--- src/rtl/muldiv_iter_if.sv ---
// Handshake/data bundle between the execute stage and the HI/LO multiply/divide unit.
interface muldiv_iter_if #(
    parameter int WIDTH = 32
);
    logic                 start;
    logic [1:0]           op;
    logic [WIDTH-1:0]     a;
    logic [WIDTH-1:0]     b;
    logic                 cancel;
    logic                 busy;
    logic                 done;
    logic [2*WIDTH-1:0]   result;

    modport master (output start, op, a, b, cancel, input busy, done, result);
    modport slave  (input start, op, a, b, cancel, output busy, done, result);
endinterface

--- src/rtl/muldiv_iter.sv ---
// Iterative multiply/divide for the HI/LO path: fixed-latency multiply, radix-2 restoring
// divide on magnitudes with a final sign-fix edge.
module muldiv_iter #(
    parameter int WIDTH      = 32,
    parameter int MUL_CYCLES = 1
) (
    input  logic         aclk,
    input  logic         aresetn,
    muldiv_iter_if.slave bus
);
    localparam int CNT_MAX = (WIDTH > MUL_CYCLES) ? WIDTH : MUL_CYCLES;
    localparam int CNT_W   = $clog2(CNT_MAX + 1);
    localparam logic [CNT_W-1:0] MUL_LAST = CNT_W'(MUL_CYCLES - 1);
    localparam logic [CNT_W-1:0] DIV_LAST = CNT_W'(WIDTH - 1);

    typedef enum logic [1:0] {IDLE, MUL, DIV, FIX} state_t;

    typedef struct packed {
        logic             sgn;
        logic [WIDTH-1:0] a;
        logic [WIDTH-1:0] b;
    } req_t;

    state_t               state;
    req_t                 req;
    logic                 q_neg;
    logic                 r_neg;
    logic [CNT_W-1:0]     cnt;
    logic [WIDTH-1:0]     rem;
    logic [WIDTH-1:0]     quo;
    logic [WIDTH-1:0]     dvs;
    logic                 busy_q;
    logic                 done_q;
    logic [2*WIDTH-1:0]   result_q;

    // op 00 and 11 are the signed flavours
    logic                 launch_sgn;
    logic [WIDTH-1:0]     mag_a;
    logic [WIDTH-1:0]     mag_b;
    assign launch_sgn = ~(bus.op[1] ^ bus.op[0]);
    assign mag_a = (launch_sgn && bus.a[WIDTH-1]) ? -bus.a : bus.a;
    assign mag_b = (launch_sgn && bus.b[WIDTH-1]) ? -bus.b : bus.b;

    // Sign- or zero-extending to 2W lets one multiplier serve both modes.
    logic [2*WIDTH-1:0]   ext_a;
    logic [2*WIDTH-1:0]   ext_b;
    logic [2*WIDTH-1:0]   product;
    assign ext_a   = {{WIDTH{req.sgn & req.a[WIDTH-1]}}, req.a};
    assign ext_b   = {{WIDTH{req.sgn & req.b[WIDTH-1]}}, req.b};
    assign product = ext_a * ext_b;

    logic [WIDTH:0]       shifted;
    logic [WIDTH:0]       diff;
    assign shifted = {rem, quo[WIDTH-1]};
    assign diff    = shifted - {1'b0, dvs};

    // Divide-by-zero bypasses the sign fix so the remainder is the raw dividend.
    logic                 div_zero;
    logic [WIDTH-1:0]     q_fix;
    logic [WIDTH-1:0]     r_fix;
    assign div_zero = (req.b == '0);
    assign q_fix    = div_zero ? '1    : (q_neg ? -quo : quo);
    assign r_fix    = div_zero ? req.a : (r_neg ? -rem : rem);

    always_ff @(posedge aclk or negedge aresetn) begin
        if (!aresetn) begin
            state    <= IDLE;
            req      <= '0;
            q_neg    <= 1'b0;
            r_neg    <= 1'b0;
            cnt      <= '0;
            rem      <= '0;
            quo      <= '0;
            dvs      <= '0;
            busy_q   <= 1'b0;
            done_q   <= 1'b0;
            result_q <= '0;
        end else begin
            done_q <= 1'b0;
            case (state)
                IDLE: begin
                    if (bus.start && !bus.cancel) begin
                        req.sgn <= launch_sgn;
                        req.a   <= bus.a;
                        req.b   <= bus.b;
                        q_neg   <= launch_sgn & (bus.a[WIDTH-1] ^ bus.b[WIDTH-1]);
                        r_neg   <= launch_sgn & bus.a[WIDTH-1];
                        cnt     <= '0;
                        rem     <= '0;
                        quo     <= mag_a;
                        dvs     <= mag_b;
                        busy_q  <= 1'b1;
                        state   <= bus.op[1] ? DIV : MUL;
                    end
                end
                MUL: begin
                    if (bus.cancel) begin
                        busy_q <= 1'b0;
                        state  <= IDLE;
                    end else if (cnt == MUL_LAST) begin
                        result_q <= product;
                        done_q   <= 1'b1;
                        busy_q   <= 1'b0;
                        state    <= IDLE;
                    end else begin
                        cnt <= cnt + 1'b1;
                    end
                end
                DIV: begin
                    if (bus.cancel) begin
                        busy_q <= 1'b0;
                        state  <= IDLE;
                    end else begin
                        // quo shifts the dividend out and the quotient bits in
                        if (!diff[WIDTH]) begin
                            rem <= diff[WIDTH-1:0];
                            quo <= {quo[WIDTH-2:0], 1'b1};
                        end else begin
                            rem <= shifted[WIDTH-1:0];
                            quo <= {quo[WIDTH-2:0], 1'b0};
                        end
                        if (cnt == DIV_LAST) state <= FIX;
                        else                 cnt   <= cnt + 1'b1;
                    end
                end
                FIX: begin
                    busy_q <= 1'b0;
                    state  <= IDLE;
                    if (!bus.cancel) begin
                        result_q <= {r_fix, q_fix};
                        done_q   <= 1'b1;
                    end
                end
                default: begin
                    busy_q <= 1'b0;
                    state  <= IDLE;
                end
            endcase
        end
    end

    assign bus.busy   = busy_q;
    assign bus.done   = done_q;
    assign bus.result = result_q;
endmodule

--- src/flat_wrapper.sv ---
// flat-port wrapper written by rule: the top's interface ports become plain ports
module muldiv_iter_flat 
#(
    parameter int WIDTH      = 32,
    parameter int MUL_CYCLES = 1
)
  (aclk, aresetn, bus_start, bus_op, bus_a, bus_b, bus_cancel, bus_busy, bus_done, bus_result);
  muldiv_iter_if #(.WIDTH(WIDTH)) bus_i ();
  input  logic aclk;
  input  logic aresetn;
  input wire logic [$bits(bus_i.start)-1:0] bus_start;
  input wire logic [$bits(bus_i.op)-1:0] bus_op;
  input wire logic [$bits(bus_i.a)-1:0] bus_a;
  input wire logic [$bits(bus_i.b)-1:0] bus_b;
  input wire logic [$bits(bus_i.cancel)-1:0] bus_cancel;
  output wire logic [$bits(bus_i.busy)-1:0] bus_busy;
  output wire logic [$bits(bus_i.done)-1:0] bus_done;
  output wire logic [$bits(bus_i.result)-1:0] bus_result;
  assign bus_i.start = bus_start;
  assign bus_i.op = bus_op;
  assign bus_i.a = bus_a;
  assign bus_i.b = bus_b;
  assign bus_i.cancel = bus_cancel;
  assign bus_busy = bus_i.busy;
  assign bus_done = bus_i.done;
  assign bus_result = bus_i.result;
  muldiv_iter #(.WIDTH(WIDTH), .MUL_CYCLES(MUL_CYCLES)) u_core (.aclk(aclk), .aresetn(aresetn), .bus(bus_i));
endmodule
--- config.mk ---
export PLATFORM = sky130hd
export DESIGN_NAME = muldiv_iter_flat
export DESIGN_NICKNAME = d
export VERILOG_FILES = /design/src/rtl/muldiv_iter_if.sv /design/src/rtl/muldiv_iter.sv /design/src/flat_wrapper.sv
export SDC_FILE = /design/constraint.sdc
export NUM_CORES = 2
export LEC_CHECK = 0
export CORE_ASPECT_RATIO = 1.4
export CORE_MARGIN = 5
export CORE_UTILIZATION = 55
export DETAILED_ROUTE_END_ITERATION = 10
export PLACE_DENSITY = 0.74
export SETUP_SLACK_MARGIN = 0.1
export SYNTH_ARGS = -nofsm -noshare
export SYNTH_HDL_FRONTEND = slang
export SYNTH_SLANG_ARGS = --single-unit
--- constraint.sdc ---
create_clock -name aclk -period 19.59 [get_ports aclk]
set_input_delay 4.8975 -clock aclk [delete_from_list [all_inputs] [get_ports aclk]]
set_output_delay 4.8975 -clock aclk [all_outputs]
set_load 0.02 [all_outputs]
==> results.tsv <==
metric	value	unit
most_used_standard_cell_by_instance_count_after_synthesis	inv_1	
finish.net_count	7300	
routedWlPerCell	21.1	um
drt_drc_violations_left	0	
synth_enable_flop_cells	0	
report.final.hold_viol_count	0	
avgViaCountPerCell	5.75	
io_buffer_count	135	
finalMaxSlewViolations	0	
die-width	271	um
initial_core_util	0.552	
cts.repair_timing.setup_buffer_count	0	
fp.coreArea	94900	sq um
hold_class	register to register	
drt_wl_total	150000	um
synth-warning-count	0	
critical_path_max_stage_delay	860	ps
yosys-top-cells-area	fa_1 (43%), dfrtp_1 (11%), inv_1 (8.4%), nand2_1 (8.3%), ha_1 (6.1%)	
netlist_instances	5969	
dieArea	102000	sq um
grt_pass1_wl	241000	um
track_usage	0.301	
num_rows	134	
antenna_found_initial	3	
max_freq	108	MHz
crit_path_max_fanout	53	
synth_sequential_area_ratio	0.113	
postRouteAntennaNets	0	
tns	0	ps
multi_input_area	40700	sq um
grt_start_max_net_pins	110	
htree_levels	1	
tightestPinTransition	1160	ps
syn-num-nets	7419	
rsz0062_at_grt	no	
i_o_pins	136	
root_buffer	clkbuf_16	
worst-r2r-cell-count	28	
r2r-end	u_core.bus.result[63]	
timing.final.crit_period	9300	ps
place_area	54500	sq um
hp-start	u_core.ext_b[29]	
final_cell_area	55400	sq um
type_of_the_worst_setup_path	register to register	
detail_route.iter0.violations	2787	
detailed_route_via_count	40800	
die_h	375	um
synth_top_cell_by_area	fa_1	
run_status	finished, final reports clean	
yosys.area.top_type_share	0.431	
arrival_time_of_data_at_the_critical_path_endpoint	9770	ps
syn_area	52400	sq um
clock-skew-final	9.45	ps
stdcell_count	7095	
grt_pass1_vias	44600	
layout.filler_cells	8291	
relSlewSlack	0.225	
fin_hold_ws	477	ps
clk_latency	550	ps
timing.critical_path.to_type	register	
rr_startpoint	u_core.ext_a[31]	
cts_hold_buf	0	
critPathSlowestCell	fa_1	
drive_above_1_share	0.0312	
synth_async_sr_flop_share	1.00	
cts_max_path_buffers	3	
synth-main-ff-cell	dfrtp_1	
clkSinkCount	236	
gpl.final_weighted_congestion	0.977	
worstSetupStartpointType	register	
cts_resized	0	
gr-total-overflow	0	
most_repeated_library_cell_on_the_critical_path	fa_1	
dp_hpwl	118000	um
dpl.cell_count	7047	
period_share	0.475	
clk_pin_slew	70	ps
ys_top_cells_by_count	inv_1 (1178), nand2_1 (1163), fa_1 (1126)	
seq_area	5930	sq um
max-cap-violations	0	
worstHoldEndpoint	u_core.ext_b[29]	
cp.required	20060	ps
min_path_cells	2	
ff2ff_setup_slack	10290	ps
numCtsBuffers	25	
cts_tree	yes	
post_synth.cell_area_avg	8.77	sq um
final-setup-viol-count	0	
synth_seq_cells	236	
drt_pass1_iterations	5	
areaGrowthSynthToFinish	5.83	%
synthDistinctLibCells	81	
[worst max path at each step]
stage	from	to
finish	u_core.ext_a[31]	u_core.bus.result[63]
global route	u_core.ext_a[31]	u_core.bus.result[63]
CTS	u_core.ext_a[31]	u_core.bus.result[63]
detailed placement	u_core.ext_a[31]	u_core.bus.result[57]
global placement	u_core.ext_a[31]	u_core.bus.result[63]
floorplan	u_core.ext_a[31]	u_core.bus.result[57]
[cell families after synthesis]
group / count (synthesis) / share of synthesized area
AND/OR/NAND/NOR: 1870 / 0.162
buffers and inverters: 1535 / 0.111
adder cells (fa/ha/maj): 1380 / 0.491
AO/OA/AOI/OAI: 701 / 0.0803
flip-flops: 236 / 0.113
XOR/XNOR: 208 / 0.0351
multiplexers: 39 / 0.00760
[cell type report]
cell class / count / area share
sequential: 236 / 0.107
multi-input combinational: 4198 / 0.734
inverter: 1178 / 0.0798
clock buffer: 32 / 0.0127
timing repair buffer: 211 / 0.0348
antenna: 3 / 0.000135
clock inverter: 13 / 0.00355
tap: 1224 / 0.0276
[layout by cell type (no fill, tap or decap), types with 12 or more instances in the layout]
master,netlist,layout
a21o_1,48,47
a21oi_1,172,172
a31oi_1,20,20
and2_1,358,358
and3_1,31,31
buf_4,0,76
clkbuf_16,0,25
clkdlybuf4s50_1,0,134
dfrtp_1,236,220
dfrtp_2,0,16
fa_1,1126,1126
ha_1,254,252
inv_1,1178,1178
mux2i_1,36,36
nand2_1,1163,1162
nand2b_1,21,21
nand3_1,32,32
nor2_1,130,128
nor3_1,28,28
nor4_1,24,24
o211ai_1,12,12
o21a_1,16,16
o21ai_0,216,216
o21ai_1,67,65
o22ai_1,29,29
o31ai_1,26,26
o41ai_1,14,14
or2_2,13,12
or3_1,18,18
xnor2_1,114,114
xor2_1,93,93
[critical path, delay by kind of cell, from the launching register on]
family	cells	cell delay, ps
fa+ha+maj	9	4650
flops	1	330
buf+inv	8	1460
simple gates	4	1240
compound gates	7	1480
[registers in the layout, indices dropped and copies added, names as in the netlist]
register / count
u_core.bus.result: 64
u_core.dvs: 32
u_core.ext_a: 32
u_core.quo: 32
u_core.rem: 32
u_core.ext_b: 31
u_core.cnt: 6
u_core.state: 2
u_core.bus.busy: 1
u_core.bus.done: 1
u_core.q_neg: 1
u_core.r_neg: 1
u_core.req: 1
[through the flow]
step / worst slack [ps] / utilization
detailed placement: 10410 / 0.574
CTS: 10330 / 0.584
global route: 9820 / 0.584
global placement: 10560 / 0.574
floorplan: 11380 / -
finish: 10290 / 0.584
[layer usage]
layer	GRT usage	up-vias	routed length, um
met5	0	-	24
met3	0.0360	532	9720
met2	0.535	1649	76400
li1	-	17700	-
met1	0.353	20900	52600
met4	0.172	4	11200
Power is left out: the tool's default activity adds up to more than one toggle a clock period on the data nets, which glitch-free logic cannot reach.
